`src/rtl/seg7_capture_pkg.sv`:
```
// Shared constants for the multiplexed 7-segment display bus: segment bit
// positions, hex glyph table, blank glyph and the capture FSM state encoding.
package seg7_capture_pkg;

  typedef enum logic [1:0] {
    ST_WAIT   = 2'd0,
    ST_SETTLE = 2'd1,
    ST_HOLD   = 2'd2
  } state_t;

  localparam int SEG_A  = 0;
  localparam int SEG_G  = 6;
  localparam int SEG_DP = 7;

  localparam logic [6:0] SEG_BLANK = 7'h00;

  // Active-high a..g glyphs (bit0 = a) for hex digits 0..F, shared with driver7seg.
  localparam logic [6:0] HEX_SEG [16] = '{
    7'h3F, 7'h06, 7'h5B, 7'h4F, 7'h66, 7'h6D, 7'h7D, 7'h07,
    7'h7F, 7'h6F, 7'h77, 7'h7C, 7'h39, 7'h5E, 7'h79, 7'h71
  };

  function automatic logic [1:0] anode_index(input logic [3:0] an);
    case (an)
      4'b0010: anode_index = 2'd1;
      4'b0100: anode_index = 2'd2;
      4'b1000: anode_index = 2'd3;
      default: anode_index = 2'd0;
    endcase
  endfunction

endpackage

```
`src/rtl/seg7_pattern_decode.sv`:
```
// Combinational glyph decoder: maps an active-high a..g pattern to its hex
// value, flagging whether it is a legal hex glyph or the all-off blank glyph.
module seg7_pattern_decode
  import seg7_capture_pkg::*;
(
  input  logic [6:0] pattern,
  output logic       valid,
  output logic       blank,
  output logic [3:0] value
);

  always_comb begin
    valid = 1'b0;
    value = 4'h0;
    blank = (pattern == SEG_BLANK);
    for (int i = 0; i < 16; i++) begin
      if (pattern == HEX_SEG[i]) begin
        valid = 1'b1;
        value = 4'(i);
      end
    end
  end

endmodule

```
`src/rtl/seg7_capture.sv`:
```
// Receive side of the scanned 4-digit 7-segment bus: rebuilds digits, blank/dp/error
// flags and frame pulses. Optional idle watchdog enabled by SEG7_CAPTURE_TIMEOUT_EN.
module seg7_capture
  import seg7_capture_pkg::*;
#(
  parameter int SETTLE_CYCLES = 4,
  parameter bit ANODE_ACT_LOW = 1'b1,
  parameter bit SEG_ACT_LOW   = 1'b1
`ifdef SEG7_CAPTURE_TIMEOUT_EN
  , parameter int TIMEOUT_CYCLES = 1000000
`endif
) (
  input  logic        clk,
  input  logic        rst,
  input  logic [3:0]  anodos,
  input  logic [7:0]  segmentos,
  output logic [15:0] digits,
  output logic [3:0]  blank,
  output logic [3:0]  dp,
  output logic [3:0]  digit_err,
  output logic        frame_valid,
  output logic        multi_err,
  output logic        stalled
);

  localparam int CNT_W = $clog2(SETTLE_CYCLES + 1);
  localparam logic [CNT_W-1:0] SETTLE_MAX = CNT_W'(SETTLE_CYCLES);

  logic [3:0] an_s1, an_s2, an_n, an_prev, seen, seen_set;
  logic [7:0] seg_s1, seg_s2, seg_n;
  logic [CNT_W-1:0] settle_cnt;
  state_t state;
  logic an_changed, settle_done, sample_fire;
  logic dec_valid, dec_blank;
  logic [3:0] dec_value;
  logic [1:0] idx;

  // Synchronizer flops reset to the idle (all-off) bus level so no phantom dwell appears.
  always_ff @(posedge clk) begin
    if (rst) begin
      an_s1  <= {4{ANODE_ACT_LOW}};
      an_s2  <= {4{ANODE_ACT_LOW}};
      seg_s1 <= {8{SEG_ACT_LOW}};
      seg_s2 <= {8{SEG_ACT_LOW}};
    end else begin
      an_s1  <= anodos;
      an_s2  <= an_s1;
      seg_s1 <= segmentos;
      seg_s2 <= seg_s1;
    end
  end

  always_comb begin
    an_n        = ANODE_ACT_LOW ? ~an_s2 : an_s2;
    seg_n       = SEG_ACT_LOW ? ~seg_s2 : seg_s2;
    an_changed  = (an_n != an_prev);
    settle_done = (state == ST_SETTLE) && !an_changed && (settle_cnt == SETTLE_MAX);
    sample_fire = settle_done && $onehot(an_n);
    idx         = anode_index(an_n);
    seen_set    = seen | an_n;
  end

  seg7_pattern_decode u_decode (
    .pattern (seg_n[SEG_G:SEG_A]),
    .valid   (dec_valid),
    .blank   (dec_blank),
    .value   (dec_value)
  );

  // Capture FSM: one sample per anode dwell, taken once the vector has been stable long enough.
  always_ff @(posedge clk) begin
    if (rst) begin
      state       <= ST_WAIT;
      settle_cnt  <= '0;
      an_prev     <= 4'h0;
      digits      <= 16'h0000;
      blank       <= 4'hF;
      dp          <= 4'h0;
      digit_err   <= 4'h0;
      frame_valid <= 1'b0;
      seen        <= 4'h0;
      multi_err   <= 1'b0;
    end else begin
      an_prev     <= an_n;
      frame_valid <= 1'b0;
      case (state)
        ST_SETTLE: begin
          if (an_changed) begin
            settle_cnt <= CNT_W'(1);
          end else if (settle_done) begin
            state <= ST_HOLD;
            if (sample_fire) begin
              dp[idx] <= seg_n[SEG_DP];
              if (dec_valid) begin
                digits[{idx, 2'b00} +: 4] <= dec_value;
                digit_err[idx]            <= 1'b0;
                blank[idx]                <= 1'b0;
              end else if (dec_blank) begin
                digit_err[idx] <= 1'b0;
                blank[idx]     <= 1'b1;
              end else begin
                digit_err[idx] <= 1'b1;
                blank[idx]     <= 1'b0;
              end
              if (seen_set == 4'hF) begin
                frame_valid <= 1'b1;
                seen        <= 4'h0;
              end else begin
                seen <= seen_set;
              end
            end else if (an_n != 4'h0) begin
              multi_err <= 1'b1;
            end
          end else begin
            settle_cnt <= settle_cnt + 1'b1;
          end
        end
        ST_WAIT, ST_HOLD: begin
          if (an_changed) begin
            state      <= ST_SETTLE;
            settle_cnt <= CNT_W'(1);
          end
        end
        default: state <= ST_WAIT;
      endcase
    end
  end

`ifdef SEG7_CAPTURE_TIMEOUT_EN
  localparam int TO_W = $clog2(TIMEOUT_CYCLES + 1);
  localparam logic [TO_W-1:0] TO_MAX = TO_W'(TIMEOUT_CYCLES);

  logic [TO_W-1:0] idle_cnt;

  // Idle watchdog: saturates at the limit and is rearmed by every one-hot sample.
  always_ff @(posedge clk) begin
    if (rst) begin
      idle_cnt <= '0;
      stalled  <= 1'b0;
    end else if (sample_fire) begin
      idle_cnt <= '0;
      stalled  <= 1'b0;
    end else if (idle_cnt != TO_MAX) begin
      idle_cnt <= idle_cnt + 1'b1;
      stalled  <= ((idle_cnt + 1'b1) == TO_MAX);
    end
  end
`else
  assign stalled = 1'b0;
`endif

endmodule

```
`config.mk`:
```
export PLATFORM = sky130hd
export DESIGN_NAME = seg7_capture
export DESIGN_NICKNAME = d
export VERILOG_FILES = /design/src/rtl/seg7_capture_pkg.sv /design/src/rtl/seg7_pattern_decode.sv /design/src/rtl/seg7_capture.sv
export SDC_FILE = /design/constraint.sdc
export NUM_CORES = 1
export LEC_CHECK = 0
export BUFFER_PORTS_ARGS = -buffer_cell sky130_fd_sc_hd__buf_2
export CAP_MARGIN = 20
export CORE_ASPECT_RATIO = 0.5
export CORE_MARGIN = 2
export CORE_UTILIZATION = 60
export DETAILED_ROUTE_END_ITERATION = 12
export PLACE_DENSITY = 0.91
export SKIP_LAST_GASP = 1
export SYNTH_ARGS = -nofsm -noshare
export SYNTH_HDL_FRONTEND = slang
export SYNTH_SLANG_ARGS = --single-unit
```
`constraint.sdc`:
```
create_clock -name clk -period 4.75 [get_ports clk]
set_input_delay 0.7125 -clock clk [delete_from_list [all_inputs] [get_ports clk]]
set_output_delay 0.7125 -clock clk [all_outputs]
set_load 0.02 [all_outputs]
```
Word level (Yosys, flattened, before mapping)
Index checks and enable logic that the tools add are counted.
{"block": "classes", "n_shift": 2, "n_lt_le_gt_ge": 2, "n_mux": 50, "bitwise_logic": 12, "addsub": 5, "reduce_logical": 16, "n_eq_ne": 29}
{"op": "7-bit equality test, second input constant", "n": 12}
{"op": "4-bit two-way mux", "n": 13}
{"op": "3-bit two-way mux", "n": 7}
{"op": "1-bit two-way mux", "n": 19}
{"op": "16-bit bitwise mux", "n": 1}
{"op": "4-bit by 6-bit variable shift with 16-bit output, first input constant", "n": 1}
{"op": "4-bit by 6-bit indexed part select with 16-bit output", "n": 1}
{"op": "7-bit by 3-bit equality test with 1-bit output, second input constant", "n": 2}
{"op": "7-bit by 6-bit equality test with 1-bit output, second input constant", "n": 2}
{"op": "4-bit bitwise OR", "n": 3}
{"op": "2-bit two-way mux", "n": 5}
{"op": "5-bit AND reduction", "n": 2}
{"op": "4-bit bitwise AND", "n": 2}
{"op": "4-bit equality test, second input constant", "n": 2}
{"op": "4-bit inverter", "n": 2}
{"op": "8-bit inverter", "n": 1}
{"op": "7-bit logical NOT", "n": 1}
{"op": "2-bit != test, second input constant", "n": 3}
{"op": "4-bit negator with 6-bit output", "n": 1}
{"op": "2-bit case mux with 3 select lines", "n": 1}
{"op": "3-bit case mux with 2 select lines", "n": 1}
{"op": "3-bit AND reduction", "n": 2}
{"op": "5-bit OR reduction", "n": 1}
{"op": "1-bit by 1-bit adder with 2-bit output", "n": 2}
{"op": "other kinds (23)", "n": 29}
{"block": "word_totals", "elab_cells": 130, "register_bits": 67}

Logic depth before layout (Yosys ltp)
Gate-level depths: netlist (run 1).
{"block": "logic_depth", "ltp_word": 19, "depth_mapped": 10, "ltp_nobuf": 9}

By module
From an unflattened synthesis (run 1), not the netlist that was laid out.
{"block": "hier_totals", "cells_unflattened": 378, "hier_area_um2": 3405.8}
{"module": "seg7_capture", "n_inst": 1, "seq_area_each_um2": 1341.3, "cells_each": 316, "area_per_inst_um2": 2937.8}
{"module": "seg7_pattern_decode", "n_inst": 1, "seq_area_each_um2": 0.0, "cells_each": 62, "area_per_inst_um2": 467.9}

Worst setup path after synthesis (run 1)
No wires, ideal clock.
{"block": "synth_timing", "kind": "register to register", "start": "reg an_s2[0]", "end": "reg digits[3]", "arrival_time_ns": 2.592, "period_less_slack_ns": 2.661, "setup_slack_ns": 2.089, "setup_ns": 0.069, "path_buffers": 1, "stages_incl_launch_ff": 11, "required_ns": 4.681, "path_cell_list": "dfxtp_1 > fa_1 > inv_1 > ha_1 > ha_1 > nor3b_1 > and3_1 > buf_4 > nand2_4 > or4_1 > o21ai_1"}
{"block": "synth_via", "elab_chain_cells": 7}
{"element": "start: declaration", "line_no": "seg7_capture.sv:29", "rtl": "logic [3:0] an_s1, an_s2, an_n, an_prev, seen, seen_set;"}
{"element": "start signal: assignment", "line_no": "seg7_capture.sv:42", "rtl": "an_s2 <= {4{ANODE_ACT_LOW}};"}
{"element": "start signal: assignment", "line_no": "seg7_capture.sv:47", "rtl": "an_s2 <= an_s1;"}
{"element": "4-bit inverter (*)", "line_no": "seg7_capture.sv:54", "rtl": "an_n = ANODE_ACT_LOW ? ~an_s2 : an_s2;"}
{"element": "parallel branches: the longest is 6 deep, another holds 4-bit negator with 6-bit output"}
{"element": "end signal: indexed assignment", "line_no": "seg7_capture.sv:95", "rtl": "digits[{idx, 2'b00} +: 4] <= dec_value;"}
{"element": "end: declaration", "line_no": "seg7_capture.sv:17", "rtl": "output logic [15:0] digits,"}
Every way passes the cells marked *.
A chain may end at the register's enable or synchronous reset.

Worst setup path after layout (run 1)
Same ends and word-level chain as after synthesis.

==> results of run 1 <==
==> power by group through the flow <==
stage / Clock [mW] / Sequential (mW) / Combinational [mW]
floorplan: 0 / 0.593 / 0.0659
global placement: 0 / 0.601 / 0.0681
detailed placement: 0 / 0.603 / 0.0723
CTS: 0.505 / 0.590 / 0.0739
global route: 0.531 / 0.592 / 0.0823
finish: 0.500 / 0.591 / 0.0742
==> worst paths after layout <==
kind                 start         to  slack [ns]
setup / recovery  an_s2[0]  digits[3]        1.77
hold / removal    an_s1[2]   an_s2[2]        0.41
setup reg to reg  an_s2[0]  digits[3]        1.77
hold reg to reg   an_s1[2]   an_s2[2]        0.41
==> final cells by class <==
cell class | instances | area, um2 | area share (%)
Multi-Input combinational cell | 217 | 1450 | 43.1
Sequential cell | 67 | 1340 | 39.8
Timing Repair Buffer | 43 | 215 | 6.38
Clock buffer | 11 | 131 | 3.90
Tap cell | 70 | 87.6 | 2.60
Clock inverter | 5 | 77.6 | 2.30
Inverter | 17 | 63.8 | 1.89
==> critical path, delay by kind of cell, from the launching register on <==
kind,cells,cell delay [ns]
flops,1,0.39
fa+ha+maj,3,1.02
compound gates,1,0.09
buf+inv,1,0.05
simple gates,4,1.37
==> cells by family after synthesis <==
family	share of synthesized area [%]
AND/OR/NAND/NOR	26.5
flip-flops	45.2
AO/OA/AOI/OAI	15.0
buffers and inverters	5.74
adder cells (fa/ha/maj)	4.89
XOR/XNOR	2.07
other	0.126
multiplexers	0.380
==> layer usage <==
layer	vias up	global-route usage [%]
li1	1180	-
met1	1167	28.8
met2	88	42.3
met3	24	8.70
met4	0	10.3
met5	-	0
==> cells in the final DEF, fill, tap and decap left out, types with 5 or more instances in the layout <==
cell type,n
nand2_1,17
dfxtp_1,67
and2_1,5
clkbuf_8,9
a21oi_1,9
or2_2,28
inv_1,17
xnor2_1,5
o21ai_0,5
ha_1,10
o22ai_1,7
a211oi_1,5
buf_2,43
nand3_1,12
nor2_1,31
nand2b_1,5
==> results.ini, run 1 <==
[outcome]
status = finished, final reports clean

[floorplan]
rows = 18
dieArea_mm2 = 0.00555
die_x_um = 103
die_y_um = 53.7
top_level_ports = 45
initial_core_util_pct = 61.2
placeableCoreArea_mm2 = 0.00484

[yosys]
syn_area_mm2 = 0.00297
synth-edff-count = 0
synth_area_per_cell_um2 = 9.24
synthTopCellsByArea = dfxtp_1 45%, or2_2 5.9%, ha_1 4.2%
synth_top_area_share_pct = 45.2
synthFlopType = dfxtp_1
synth.largest_area_cell = dfxtp_1
synthTopCellsByCount = 67 x dfxtp_1, 31 x nor2_1, 28 x or2_2
synth-seq-cells = 67
synth.distinct_cells = 58
ys_seq_area_share_pct = 45.2
synth_cells = 321
yosysWarnings = 0
synthArstFlopShare_pct = 0
synth_fp_nets = 346
synth.most_common_cell = dfxtp_1

[timing]
min_period_over_period_pct = 62.8
hold_viol = 0
setup_tns_ns = 0
setup_ws_ns = 1.77
relSlewSlack_pct = 39.8
clock.fmax_mhz = 335
period_needed_ns = 2.98
slew_violations = 0
final-setup-viol-count = 0
skew_ns = 0.00910
rsz0062_at_grt = false
worstMarginPinSlew_ns = 0.903
holdWs_ns = 0.410

[clock_tree]
cts_made_buffers = 9
htree_levels = 3
cts_setup_buffers = 0
clk_latency_ns = 0.35
clk_root_buffer_cell = clkbuf_8
cts.repair.resized = 0
path_clk_slew_ns = 0.07
cts_hold_buf = 0
clk_path_buf_depth = 2
clock_sinks = 67
cts_tree = built

[finish]
fin_util_pct = 69.6
syn_to_final_growth_pct = 13.7
drive_above_1_share_pct = 25.8
finalNonFillerCells = 430
stdcell_area_mm2 = 0.00337
n_fill_cell = 331
antenna_cells = 0
fin_nets = 380

[global_routing]
grt_pass1_wl_um = 10300
grt_pass1_vias = 2249
grt_overflow = 0
gr-usage-all-layers_pct = 24.7
grt_max_degree = 63
grt_antenna_before_repair = 0

[hold_path]
hold_depth = 1
hp-class = flop to flop

[critical_path]
critPathMaxStageDelay_ns = 0.57
endpoint_kind = flop
required_ns = 5.03
cp_slowest_cell = fa_1
r2r_cells = 9
crit_top_cell = ha_1
critical_path_class = flop to flop
worstPathArrival_ns = 3.27
path_cells = fa_1, inv_1, ha_1, ha_1, nor3b_1, and3_1, nand2_4, or4_1, o21ai_1
cp-start-kind = flop
cp_max_fo = 10

[detailed_routing]
top_layer_used = met4
wl_met1_um = 2690
wl_met2_um = 3140
dr_wl_met3_um = 360
drtIter0Drc = 177
vias_per_cell = 5.72
ant_nets = 0
wire_per_inst_um = 14.8
vias = 2459
firstDrtPassIters = 5
drcViolationCount = 0
drt_wl_total_um = 6380

[placement]
placed_area_mm2 = 0.00316
finalWeightedCongestion = 0.843
port_buffers = 43
hpwl_um = 4350
pre_cts_slack_ns = 1.80
dpl.cell_count = 414

[pwr]
power_switching_uw = 265
peakVddDrop_mv = 0.240
power_density_mw_per_mm2 = 346
p_seq_share_pct = 50.7
p_leak_nw = 1.42
intPower_uw = 901
clock_power_share_pct = 42.9
fin_total_pwr_mw = 1.17
power_frac_comb_pct = 6.4
netSwitchingFraction_pct = 22.7

[flow_run]
maxCapViolations = 0

Power figures use the tool's default switching activity.
==> run 2, diff against run 1 <==
Settings changed: CORE_UTILIZATION 60 to 51, PLACE_DENSITY 0.91 to 0.84.
Clock period 4.75 ns to 2.4 ns, I/O delays scaled along.
==> run 2 against run 1 <==
  * The run now ends with setup timing left
  * Combinational power increased to 3.0 times the previous value
  * Global-route usage shrank 1.4 points
  * Hold slack worse by 0.20 ns
  * Setup slack worse by 1.9 ns
  * Cell area up 19%
  * Register-to-register slack worse by 1.9 ns
  * Sequential share of layout area decreased by 6.0 points
  * Critical path type unchanged
  * Die area is 17% higher
  * Critical path depth is 2 higher
  * Clock-buffer cell count shrank 1
  * Cell count rose by 6.5%
  * Via count rose by 9.8%
==> results.ini, run 2 (synthesis results as in run 1) <==
[outcome]
status = finished, violations left
failed_checks = setup timing

[clock_tree]
cts_made_buffers = 9  ; unchanged
cts_tree = built
htree_levels = 3  ; unchanged
clk_path_buf_depth = 2  ; unchanged
clock_sinks = 67  ; unchanged
path_clk_slew_ns = 0.05  ; -0.02 ns
clk_root_buffer_cell = clkbuf_16
clk_latency_ns = 0.33  ; -0.02 ns
cts_hold_buf = 0  ; unchanged

[critical_path]
crit_buf_inv = 4  ; +3
cp_max_fo = 5  ; -5
critical_path_class = flop to flop
cp_top_family = simple AND/OR/NAND/NOR gates
required_ns = 2.67  ; -2.36 ns
cp_slowest_cell = or4_4
worstPathArrival_ns = 2.85  ; -0.42 ns
path_cells = buf_4, inv_1, ha_1, mux2_1, nand2_2, buf_4, inv_1, ha_1, nand3b_1, or4_4, o2bb2ai_2
endpoint_kind = flop
cp-start-kind = flop
critPathMaxStageDelay_ns = 0.54  ; -0.03 ns

[global_routing]
gr-usage-all-layers_pct = 23.3  ; -1.4 points
gr-max-usage-layer = met2
grt_max_degree = 34  ; -46%
grt_pass1_vias = 2466  ; +9.6%
grt_pass1_wl_um = 11600  ; +13%
grtUsageMet2_pct = 42.1  ; -0.18 points
grt.met3_usage_pct = 9.21  ; +0.50 points
grt_antenna_before_repair = 0  ; unchanged
grt_overflow = 0  ; unchanged
met1_usage_pct = 24.3  ; -4.5 points

[detailed_routing]
drcViolationCount = 0  ; unchanged
vias_per_cell = 5.89  ; +3.0%
vias = 2699  ; +9.8%
firstDrtPassIters = 4  ; -1
ant_nets = 0  ; unchanged
wire_per_inst_um = 19.2  ; +30%
drtIter0Drc = 184  ; +4.0%
drt_wl_total_um = 8800  ; +38%

[finish]
syn_to_final_growth_pct = 34.9
drive_above_1_share_pct = 44.7  ; +19 points
antenna_cells = 0  ; unchanged
layout_commonest_cell = dfxtp_1
fin_util_pct = 72.2  ; +2.6 points
final_cell_mix = 63 x dfxtp_1, 43 x buf_2, 28 x or2_2
fin_nets = 405  ; +6.6%
finalNonFillerCells = 458  ; +6.5%

[pwr]
peakVddDrop_mv = 0.448  ; +86%
p_seq_share_pct = 42.4  ; -8.3 points
power_density_mw_per_mm2 = 690  ; +99%
p_leak_nw = 1.72  ; +21%
intPower_mw = 2.13  ; +140%
netSwitchingFraction_pct = 22.6  ; -0.12 points
power_switching_uw = 623  ; +140%
power_frac_comb_pct = 7.9  ; +1.5 points
fin_total_pwr_mw = 2.76  ; +140%
clock_power_share_pct = 49.6  ; +6.7 points

[hold_path]
hp-class = input port to flop

[flow_run]
maxCapViolations = 0  ; unchanged

[floorplan]
die_x_um = 112  ; +8.1%
die_y_um = 57.9  ; +7.8%
placeableCoreArea_mm2 = 0.00554  ; +14%
dieArea_mm2 = 0.00648  ; +17%
rows = 19  ; +1
initial_core_util_pct = 53.5  ; -7.7 points
top_level_ports = 45  ; unchanged

[placement]
dpl.cell_count = 436  ; +5.3%
hpwl_um = 4580  ; +5.5%
finalWeightedCongestion = 0.842  ; -0.13%
port_buffers = 43  ; unchanged
pre_cts_slack_ns = -0.177  ; -1.97 ns

[timing]
relSlewSlack_pct = 55.9  ; +16 points
setup_tns_ns = -2.38  ; -2.38 ns
clock.fmax_mhz = 387  ; +15%
min_period_over_period_pct = 108  ; +45 points
skew_ns = 0.00490  ; -0.00420 ns
hold_viol = 0  ; unchanged
worstMarginPinSlew_ns = 0.656  ; -0.248 ns
setup_ws_ns = -0.183  ; -1.95 ns
final-setup-viol-count = 24  ; +24
slew_violations = 0  ; unchanged
period_needed_ns = 2.58  ; -0.400 ns
rsz0062_at_grt = true

## run 2: changes by cell type in the layout (fill, tap and decap cells not counted), sizes merged
cell | previous run | this run
buf | 43 | 68
clkbuf | 11 | 10
clkinv | 2 | 4
clkinvlp | 1 | 0
## run 2: worst register-to-register path: stages (launching register included)
cell	delay, ns
dfxtp_4	0.34
buf_4	0.15
inv_1	0.10
ha_1	0.19
mux2_1	0.18
nand2_2	0.08
buf_4	0.17
inv_1	0.18
ha_1	0.30
nand3b_1	0.12
or4_4	0.54
o2bb2ai_2	0.16
## run 2: repair_timing
item	in CTS	in global routing
pin swaps	9	23
setup buffers	4	2
endpoints found under the setup margin	27	33
gates resized for setup	18	54
hold endpoints to repair	0	0
## run 2: power by group through the flow
stage / combinational, mW / sequential [mW] / clock [mW]
floorplan: 0.133 / 1.17 / 0
global placement: 0.158 / 1.19 / 0
detailed placement: 0.166 / 1.19 / 0
CTS: 0.182 / 1.17 / 1.37
global route: 0.233 / 1.17 / 1.43
finish: 0.219 / 1.17 / 1.37
## run 2: layout make-up
cell class | count | area (um2)
Clock inverter | 6 | 80.1
Tap cell | 73 | 91.3
Clock buffer | 10 | 229
Sequential cell | 67 | 1350
Inverter | 17 | 63.8
Multi-Input combinational cell | 217 | 1750
Fill cell | 315 | 1540
Timing Repair Buffer | 68 | 433
## run 2: through the flow
step / hold slack (ns) / instance area [um2]
after floorplan: 0.389 / 3000
after global placement: 0.396 / 3340
after detailed placement: 0.394 / 3340
after CTS: 0.200 / 3750
after global routing: 0.204 / 4000
final: 0.207 / 4000
## run 2: per-layer routing
metal | part of all wire, % | wire [um] | up-vias
met1 | 39 | 3440 | 1256
met5 | 0 | 0 | -
li1 | - | - | 1236
met4 | 5.1 | 450 | 0
met2 | 48 | 4250 | 160
met3 | 7.4 | 655 | 47
## run 2: worst paths after layout
check,depth (start not counted),slack [ns],start,to
worst max-delay path,11,-0.18,an_s2[1],digits[13]
worst min-delay path,2,0.21,anodos[2],an_s1[2]
worst max register to register,11,-0.18,an_s2[1],digits[13]
worst min register to register,1,0.41,an_s1[0],an_s2[0]
